File: src/rtl/alu_pkg.sv
// Shared widths and FSM state encoding for the 4-bit ALU arbiter and its ALU.
package alu_pkg;

    localparam int ALU_DW  = 4;
    localparam int ALU_OPW = 3;

    typedef enum logic [1:0] {
        S_IDLE = 2'd0,
        S_EXEC = 2'd1,
        S_RESP = 2'd2
    } state_t;

endpackage

File: src/rtl/alu_4_bit.sv
// Combinational 4-bit ALU; result wraps at 4 bits, no carry out.
module alu_4_bit
    import alu_pkg::*;
(
    input  logic [ALU_DW-1:0]  a,
    input  logic [ALU_DW-1:0]  b,
    input  logic [ALU_OPW-1:0] op,
    output logic [ALU_DW-1:0]  y
);

    always_comb begin
        y = '0;
        case (op)
            3'd0: y = a + b;
            3'd1: y = a - b;
            3'd2: y = a & b;
            3'd3: y = a | b;
            3'd4: y = a ^ b;
            3'd5: y = ~a;
            3'd6: y = a << 1;
            3'd7: y = a >> 1;
            default: y = '0;
        endcase
    end

endmodule

File: src/rtl/alu_4_bit_arbiter_rr_arbiter.sv
// Round-robin picker: first asserted request at or after ptr, wrapping NREQ-1 -> 0.
module rr_arbiter #(
    parameter int NREQ = 4,
    parameter int IDW  = $clog2(NREQ)
) (
    input  logic [NREQ-1:0] req,
    input  logic [IDW-1:0]  ptr,
    output logic [NREQ-1:0] grant,
    output logic [IDW-1:0]  grant_idx,
    output logic            grant_vld
);

    int          pos;
    logic [IDW-1:0] idx;

    always_comb begin
        grant     = '0;
        grant_idx = '0;
        grant_vld = 1'b0;
        pos       = 0;
        idx       = '0;
        for (int i = 0; i < NREQ; i++) begin
            pos = int'(ptr) + i;
            if (pos >= NREQ) pos = pos - NREQ;
            idx = IDW'(pos);
            if (!grant_vld && req[idx]) begin
                grant_vld  = 1'b1;
                grant[idx] = 1'b1;
                grant_idx  = idx;
            end
        end
    end

endmodule

File: src/rtl/alu_4_bit_arbiter.sv
// Shares one alu_4_bit between NREQ requesters, one op in flight, IDLE -> EXEC -> RESP.
// Optional ALU_ARB_ZERO_FLAG_EN adds a registered res_zero output.
module alu_4_bit_arbiter
    import alu_pkg::*;
#(
    parameter  int NREQ = 4,
    localparam int IDW  = $clog2(NREQ)
) (
    input  logic                      clk,
    input  logic                      rst,
    input  logic [NREQ-1:0]           req_valid,
    input  logic [ALU_DW*NREQ-1:0]    req_a,
    input  logic [ALU_DW*NREQ-1:0]    req_b,
    input  logic [ALU_OPW*NREQ-1:0]   req_op,
    output logic [NREQ-1:0]           req_ready,
    output logic                      res_valid,
    output logic [ALU_DW-1:0]         res_data,
    output logic [IDW-1:0]            res_id,
    input  logic                      res_ready,
    output logic                      busy
`ifdef ALU_ARB_ZERO_FLAG_EN
    ,
    output logic                      res_zero
`endif
);

    logic [NREQ-1:0][ALU_DW-1:0]  a_lane, b_lane;
    logic [NREQ-1:0][ALU_OPW-1:0] op_lane;

    assign a_lane  = req_a;
    assign b_lane  = req_b;
    assign op_lane = req_op;

    state_t              state_q, state_d;
    logic [IDW-1:0]      rr_ptr_q, rr_ptr_d;
    logic [ALU_DW-1:0]   a_q, a_d, b_q, b_d;
    logic [ALU_OPW-1:0]  op_q, op_d;
    logic [IDW-1:0]      id_q, id_d;
    logic                res_valid_q, res_valid_d;
    logic [ALU_DW-1:0]   res_data_q, res_data_d;
    logic [IDW-1:0]      res_id_q, res_id_d;
`ifdef ALU_ARB_ZERO_FLAG_EN
    logic                res_zero_q, res_zero_d;
`endif

    logic [NREQ-1:0]     grant;
    logic [IDW-1:0]      grant_idx;
    logic                grant_vld;
    logic [ALU_DW-1:0]   alu_y;

    rr_arbiter #(.NREQ(NREQ), .IDW(IDW)) u_rr (
        .req       (req_valid),
        .ptr       (rr_ptr_q),
        .grant     (grant),
        .grant_idx (grant_idx),
        .grant_vld (grant_vld)
    );

    alu_4_bit u_alu (
        .a  (a_q),
        .b  (b_q),
        .op (op_q),
        .y  (alu_y)
    );

    // Grant is only offered in IDLE and is masked during the reset cycle.
    assign req_ready = (state_q == S_IDLE && !rst) ? grant : '0;

    always_comb begin
        state_d     = state_q;
        rr_ptr_d    = rr_ptr_q;
        a_d         = a_q;
        b_d         = b_q;
        op_d        = op_q;
        id_d        = id_q;
        res_valid_d = res_valid_q;
        res_data_d  = res_data_q;
        res_id_d    = res_id_q;
`ifdef ALU_ARB_ZERO_FLAG_EN
        res_zero_d  = res_zero_q;
`endif
        case (state_q)
            S_IDLE: begin
                if (grant_vld) begin
                    a_d      = a_lane[grant_idx];
                    b_d      = b_lane[grant_idx];
                    op_d     = op_lane[grant_idx];
                    id_d     = grant_idx;
                    rr_ptr_d = (grant_idx == IDW'(NREQ - 1)) ? '0 : grant_idx + IDW'(1);
                    state_d  = S_EXEC;
                end
            end
            S_EXEC: begin
                res_data_d  = alu_y;
                res_id_d    = id_q;
                res_valid_d = 1'b1;
`ifdef ALU_ARB_ZERO_FLAG_EN
                res_zero_d  = (alu_y == '0);
`endif
                state_d     = S_RESP;
            end
            S_RESP: begin
                if (res_ready) begin
                    res_valid_d = 1'b0;
                    state_d     = S_IDLE;
                end
            end
            default: state_d = S_IDLE;
        endcase
    end

    always_ff @(posedge clk) begin
        if (rst) begin
            state_q     <= S_IDLE;
            rr_ptr_q    <= '0;
            a_q         <= '0;
            b_q         <= '0;
            op_q        <= '0;
            id_q        <= '0;
            res_valid_q <= 1'b0;
            res_data_q  <= '0;
            res_id_q    <= '0;
`ifdef ALU_ARB_ZERO_FLAG_EN
            res_zero_q  <= 1'b0;
`endif
        end else begin
            state_q     <= state_d;
            rr_ptr_q    <= rr_ptr_d;
            a_q         <= a_d;
            b_q         <= b_d;
            op_q        <= op_d;
            id_q        <= id_d;
            res_valid_q <= res_valid_d;
            res_data_q  <= res_data_d;
            res_id_q    <= res_id_d;
`ifdef ALU_ARB_ZERO_FLAG_EN
            res_zero_q  <= res_zero_d;
`endif
        end
    end

    assign res_valid = res_valid_q;
    assign res_data  = res_data_q;
    assign res_id    = res_id_q;
    assign busy      = (state_q != S_IDLE);
`ifdef ALU_ARB_ZERO_FLAG_EN
    assign res_zero  = res_zero_q;
`endif

endmodule
File: config.mk
export PLATFORM = sky130hd
export DESIGN_NAME = alu_4_bit_arbiter
export DESIGN_NICKNAME = d
export VERILOG_FILES = /design/src/rtl/alu_pkg.sv /design/src/rtl/alu_4_bit.sv /design/src/rtl/alu_4_bit_arbiter_rr_arbiter.sv /design/src/rtl/alu_4_bit_arbiter.sv
export SDC_FILE = /design/constraint.sdc
export NUM_CORES = 1
export LEC_CHECK = 0
export CAP_MARGIN = 20
export CORE_MARGIN = 1
export CORE_UTILIZATION = 45
export DETAILED_ROUTE_END_ITERATION = 8
export PLACE_DENSITY_LB_ADDON = 0.05
export SYNTH_ARGS = -nofsm -noshare
export SYNTH_HDL_FRONTEND = slang
export SYNTH_SLANG_ARGS = --single-unit
export TNS_END_PERCENT = 5
File: constraint.sdc
create_clock -name clk -period 3.6 [get_ports clk]
set_input_delay 0.54 -clock clk [delete_from_list [all_inputs] [get_ports clk]]
set_output_delay 0.54 -clock clk [all_outputs]
set_load 0.005 [all_outputs]
==> After elaboration in Yosys (flattened, before gate mapping) <==
Cells that the tools add are included.
{ "op_classes": {"add_sub_neg": 10, "magnitude_cmp": 13, "n_eq_ne": 12, "n_mux": 46, "n_bitwise": 7, "n_reduce_logical": 19} }
{ "ops": {"columns": ["cell", "n"], "rows": [
  ["$pmux 4 s8", 1],
  ["$mux 4", 7],
  ["$mux 2", 11],
  ["$bmux 4 s2", 2],
  ["$or 4x4->4", 4],
  ["$lt 2x3->1 const B", 5],
  ["$mux 1", 13],
  ["$eq 3x3->1 const B", 4],
  ["$ge 3x3->1 const B", 3],
  ["$bmux 1 s2", 4],
  ["$demux 1 s2", 4],
  ["$ge 2x1->1 const B", 4],
  ["$logic_and 1x1->1", 8],
  ["$sub 2x1->2 const B", 4],
  ["$add 2x2->3 const B", 2],
  ["$bmux 3 s2", 1],
  ["$eq 3x2->1 const B", 2],
  ["$pmux 2 s3", 1],
  ["$reduce_and 2->1", 3],
  ["$add 4x4->4", 1],
  ["$and 4x4->4", 1],
  ["$eq 2x2->1 const B", 2],
  ["$logic_not 1->1", 4],
  ["$ne 2x2->1 const B", 2],
  ["other kinds (13)", 14]
]} }
{ "totals": {"reg_bits": 24, "in_bits": 51, "out_inout_bits": 12} }

==> Logic depth before layout (Yosys ltp) <==
{ "depth": {"ltp_word": 16, "depth_mapped": 10} }

==> Modules after synthesis <==
Synthesis repeated with hierarchy kept, for this count alone.
{ "unflattened": {"hier_cells": 239, "area_unflattened_um2": 2135.8} }
{ "by_module_without_submodules": {"columns": ["mod", "instances", "cells_each", "area_each_um2"], "rows": [
  ["alu_4_bit_arbiter", 1, 119, 1153.6],
  ["alu_4_bit", 1, 75, 560.5],
  ["rr_arbiter", 1, 45, 421.7]
]} }

==> Worst setup path before layout <==
No wires, ideal clock.
{ "synth_path": {"path_kind": "reg-to-reg", "startpoint": "register rr_ptr_q[0]", "endpoint": "register a_q[0]", "setup_time_ns": 0.128, "t_arrival_ns": 2.751, "setup_slack_ns": 0.721, "stages_incl_launch_ff": 11, "period_less_slack_ns": 2.879, "path_cell_list": "dfxtp_1 -> buf_2 -> inv_1 -> ha_1 -> mux4_2 -> and2b_1 -> nor2_1 -> o22ai_2 -> buf_4 -> mux2i_1 -> o221ai_2"} }
{ "synth_via": {"elab_chain_len": 16} }
{ "synth_lines": {"columns": ["element", "line_no", "rtl"], "rows": [
  ["start, declared", "alu_4_bit_arbiter.sv:35", "logic [IDW-1:0] rr_ptr_q, rr_ptr_d;"],
  ["start signal, assigned", "alu_4_bit_arbiter.sv:128", "rr_ptr_q <= rr_ptr_d;"],
  ["parallel branches: the longest is 16 deep, another holds $add 2x1->3", null, null],
  ["end signal, assigned", "alu_4_bit_arbiter.sv:116", "a_q <= '0;"],
  ["end signal, assigned", "alu_4_bit_arbiter.sv:129", "a_q <= a_d;"],
  ["end, declared", "alu_4_bit_arbiter.sv:36", "logic [ALU_DW-1:0] a_q, a_d, b_q, b_d;"]
]} }
Parallel ways; which one is timed is not known. The select of a mux whose other input is x is not followed.
A chain may end at the register's enable or synchronous reset.

==> Final worst setup path <==
{ "layout_path": {"startpoint": "input port req_valid[2]", "endpoint": "output port req_ready[0]"} }
{ "layout_via": {"elab_chain_len": 13} }
{ "layout_lines": {"columns": ["element", "line_no", "rtl"], "rows": [
  ["start, declared", "alu_4_bit_arbiter.sv:11", "input logic [NREQ-1:0] req_valid,"],
  ["$bmux 1 s2", "alu_4_bit_arbiter_rr_arbiter.sv:26", "if (!grant_vld && req[idx]) begin"],
  ["$mux 1 (not written as such)", "alu_4_bit_arbiter_rr_arbiter.sv:26", null],
  ["$mux 1", "alu_4_bit_arbiter_rr_arbiter.sv:26", null],
  ["$logic_not 1->1", "alu_4_bit_arbiter_rr_arbiter.sv:26", null],
  ["$logic_and 1x1->1", "alu_4_bit_arbiter_rr_arbiter.sv:26", null],
  ["$mux 1", "alu_4_bit_arbiter_rr_arbiter.sv:26", null],
  ["$logic_not 1->1", "alu_4_bit_arbiter_rr_arbiter.sv:26", null],
  ["$logic_and 1x1->1", "alu_4_bit_arbiter_rr_arbiter.sv:26", null],
  ["$mux 1", "alu_4_bit_arbiter_rr_arbiter.sv:26", null],
  ["$logic_not 1->1", "alu_4_bit_arbiter_rr_arbiter.sv:26", null],
  ["$logic_and 1x1->1", "alu_4_bit_arbiter_rr_arbiter.sv:26", null],
  ["$mux 4 (*)", "alu_4_bit_arbiter_rr_arbiter.sv:26", null],
  ["$mux 4 (*)", "alu_4_bit_arbiter.sv:67", "assign req_ready = (state_q == S_IDLE && !rst) ? grant : '0;"],
  ["end, declared", "alu_4_bit_arbiter.sv:15", "output logic [NREQ-1:0] req_ready,"]
]} }
Mark *: on every way between the ends. The rest lies on a longest branch, timed or not. The select of a mux whose other input is x is not followed.

==> results.sh <==
export IMPL_outcome="finished with violations"
export IMPL_violations="design-rule violations"
export IMPL_drive_above_1_share_pct=9.52
export IMPL_antenna_found_initial=0
export IMPL_detail_route_vias_per_cell=5.49
export IMPL_rows=24
export IMPL_critPathMaxStageDelay_ps=590
export IMPL_antenna_cells=0
export IMPL_worstHoldPathType="flip-flop to flip-flop"
export IMPL_grtUsageTotal_pct=19.5
export IMPL_synth_edff_count=0
export IMPL_min_period_ps=3440
export IMPL_p_per_area_nw_per_um2=863
export IMPL_p_total_mw=2.44
export IMPL_die_area_um2=4980
export IMPL_tightest_slew_ps=717
export IMPL_port_buffers=62
export IMPL_fin_area_um2=2820
export IMPL_clk_insertion_delay_late_ps=260
export IMPL_hold_violations=0
export IMPL_fin_ws_ps=159
export IMPL_fin_nets=366
export IMPL_tritoncts="done"
export IMPL_via_count=1898
export IMPL_dieHeight_um=70.6
export IMPL_first_pass_iters=6
export IMPL_grt_overflow_total=0
export IMPL_yosys_area_top_type="dfxtp_1"
export IMPL_grt_max_degree=23
export IMPL_worst_path_dominant_cell_family="buffers and inverters"
export IMPL_routedWlPerCell_um=13.1
export IMPL_root_buffer="clkbuf_8"
export IMPL_slew_viol_final=0
export IMPL_setup_worst_path_class="input port to output port"
export IMPL_ctsResizeCount=0
export IMPL_netlist_area_um2=2110
export IMPL_h_tree_depth=1
export IMPL_wl_um=4530
export IMPL_placed_cells=342
export IMPL_cap_viol_max_count=0
export IMPL_synth_seq_cells=24
export IMPL_synth_most_common_cell="mux2i_1"
export IMPL_syn_to_final_growth_pct=33.5
export IMPL_synth_nets=305
export IMPL_slowest_stage="mux4_2"
export IMPL_gp_congestion=0.785
export IMPL_p_leak_nw=1.11
export IMPL_placed_area_um2=2770
export IMPL_die_w_um=70.6
export IMPL_yosys_warnings=0
export IMPL_ys_top_cells_by_area="dfxtp_1 (23%), mux2i_1 (14%), ha_1 (11%)"
export IMPL_initial_utilization_pct=47.6
export IMPL_fillers=427
export IMPL_netlist_top_cells_count="mux2i_1 (30), nor2_1 (26), dfxtp_1 (24)"
export IMPL_crit_path_frequent_cell="clkdlybuf4s50_1"
export IMPL_endpoint_kind="output port"
export IMPL_path_cells="clkdlybuf4s50_1 > mux4_2 > or3_4 > nor2b_4 > a221oi_1 > nor2_1 > clkdlybuf4s50_1"
export IMPL_pin_count=63
export IMPL_post_cts_buffers=0
export IMPL_grt_pass1_vias=1811
export IMPL_finalSetupViolCount=0
export IMPL_syn_inst=234
export IMPL_cts_sinks=24
export IMPL_seq_area_frac_synth_pct=22.7
export IMPL_preCtsSetupSlack_ps=157
export IMPL_hold_slack_ps=476
export IMPL_setup_tns_ps=0
export IMPL_worstPathRequired_ps=3060
export IMPL_crit_buf_inv=2
export IMPL_synth_ff_type="dfxtp_1"
export IMPL_fin_util_pct=63.5
export IMPL_final_period_utilization_pct=95.6
export IMPL_rsz0062_at_grt="false"
export IMPL_synthArstFlopShare_pct=0
export IMPL_fin_skew_ps=2.40
export IMPL_relSlewSlack_pct=52.1
export IMPL_final_cells=346
export IMPL_synth_cell_types=43
export IMPL_grt_pass1_wl_um=8090
export IMPL_core_area_um2=4440
export IMPL_clkTransAtPathRegs_ps=80
export IMPL_max_freq_mhz=291
export IMPL_drc_errors=6
export IMPL_clk_path_buf_depth=2
export IMPL_cp_start_kind="input port"
export IMPL_dp_hpwl_um=3550
export IMPL_ant_nets=0
export IMPL_drtIter0Drc=86
export IMPL_cp_arrival_ps=2900
export IMPL_numCtsBuffers=3
export IMPL_synth_top_area_share_pct=22.7
export IMPL_worstPathMaxFanout=7
export IMPL_peakVddDrop_mv=0.297
export IMPL_avgSynthCellArea_um2=9.04
export IMPL_hold_buffers=0
## flip-flops by register name, summed over array words and instances, names as in the netlist
register   cells
a_q            4
id_q           2
res_id         2
rr_ptr_q       2
res_valid      1
b_q            4
state_q        2
res_data       4
op_q           3
## cell usage in the layout (no fill, tap or decap), types with 4 or more instances in the layout
cell              n
a211oi_1          8
a21oi_1          11
a221oi_1          6
a22oi_1           4
buf_4             6
clkbuf_8          4
clkdlybuf4s50_1  62
dfxtp_1          24
ha_1             19
inv_1            19
mux2i_1          30
mux4_2            5
nand2_1          18
nand2b_1          4
nor2_1           26
o21ai_0           5
o221ai_1          6
o221ai_2          6
xnor2_1           5
## worst paths after layout
check	cells after the start	end	start	slack (ps)
worst max register to register	9	a_q[0]	rr_ptr_q[0]	770
worst max-delay path	7	req_ready[0]	req_valid[2]	160
worst min register to register	2	id_q[1]	id_q[1]	480
worst min-delay path	2	id_q[1]	id_q[1]	480
## area by class of cell
| cell class | instances | area, um2 | share of cell area [%] |
|---|---|---|---|
| Clock buffer | 4 | 55.1 | 1.95 |
| Inverter | 19 | 71.3 | 2.53 |
| Multi-Input combinational cell | 179 | 1490 | 52.6 |
| Sequential cell | 24 | 480 | 17.0 |
| Timing Repair Buffer | 68 | 666 | 23.6 |
| Tap cell | 52 | 65.1 | 2.30 |
## metal layers
metal	share of wire [%]	routed length (um)	track usage, %	up-vias
met1	50	2260	27.3	848
met3	6.2	280	4.13	2
met2	44	1980	33.0	71
met4	0.18	8	0.667	0
li1	-	-	-	977
met5	0	0	0	-
## power by group
part / total [mW] / internal [mW] / switching, mW
clock: 0.183 / 0.0976 / 0.0858
sequential: 0.553 / 0.380 / 0.174
combinational: 1.70 / 0.863 / 0.837
total: 2.44 / 1.34 / 1.10
## worst register-to-register path: stages (launching register included)
cell and delay, ps:
dfxtp_1 330, inv_1 110, ha_1 440, mux4_2 420, and2b_1 320, nor2_1 130, o22ai_2 150, buf_4 350
mux2i_1 340, o221ai_2 130
## logic make-up after synthesis
logic type	synth area share (%)
flops	22.7
fa+ha+maj	12.2
buf+inv	7.04
mux	19.5
simple gates	12.9
compound gates	22.7
xor+xnor	2.90
Power figures use the tool's default switching activity.
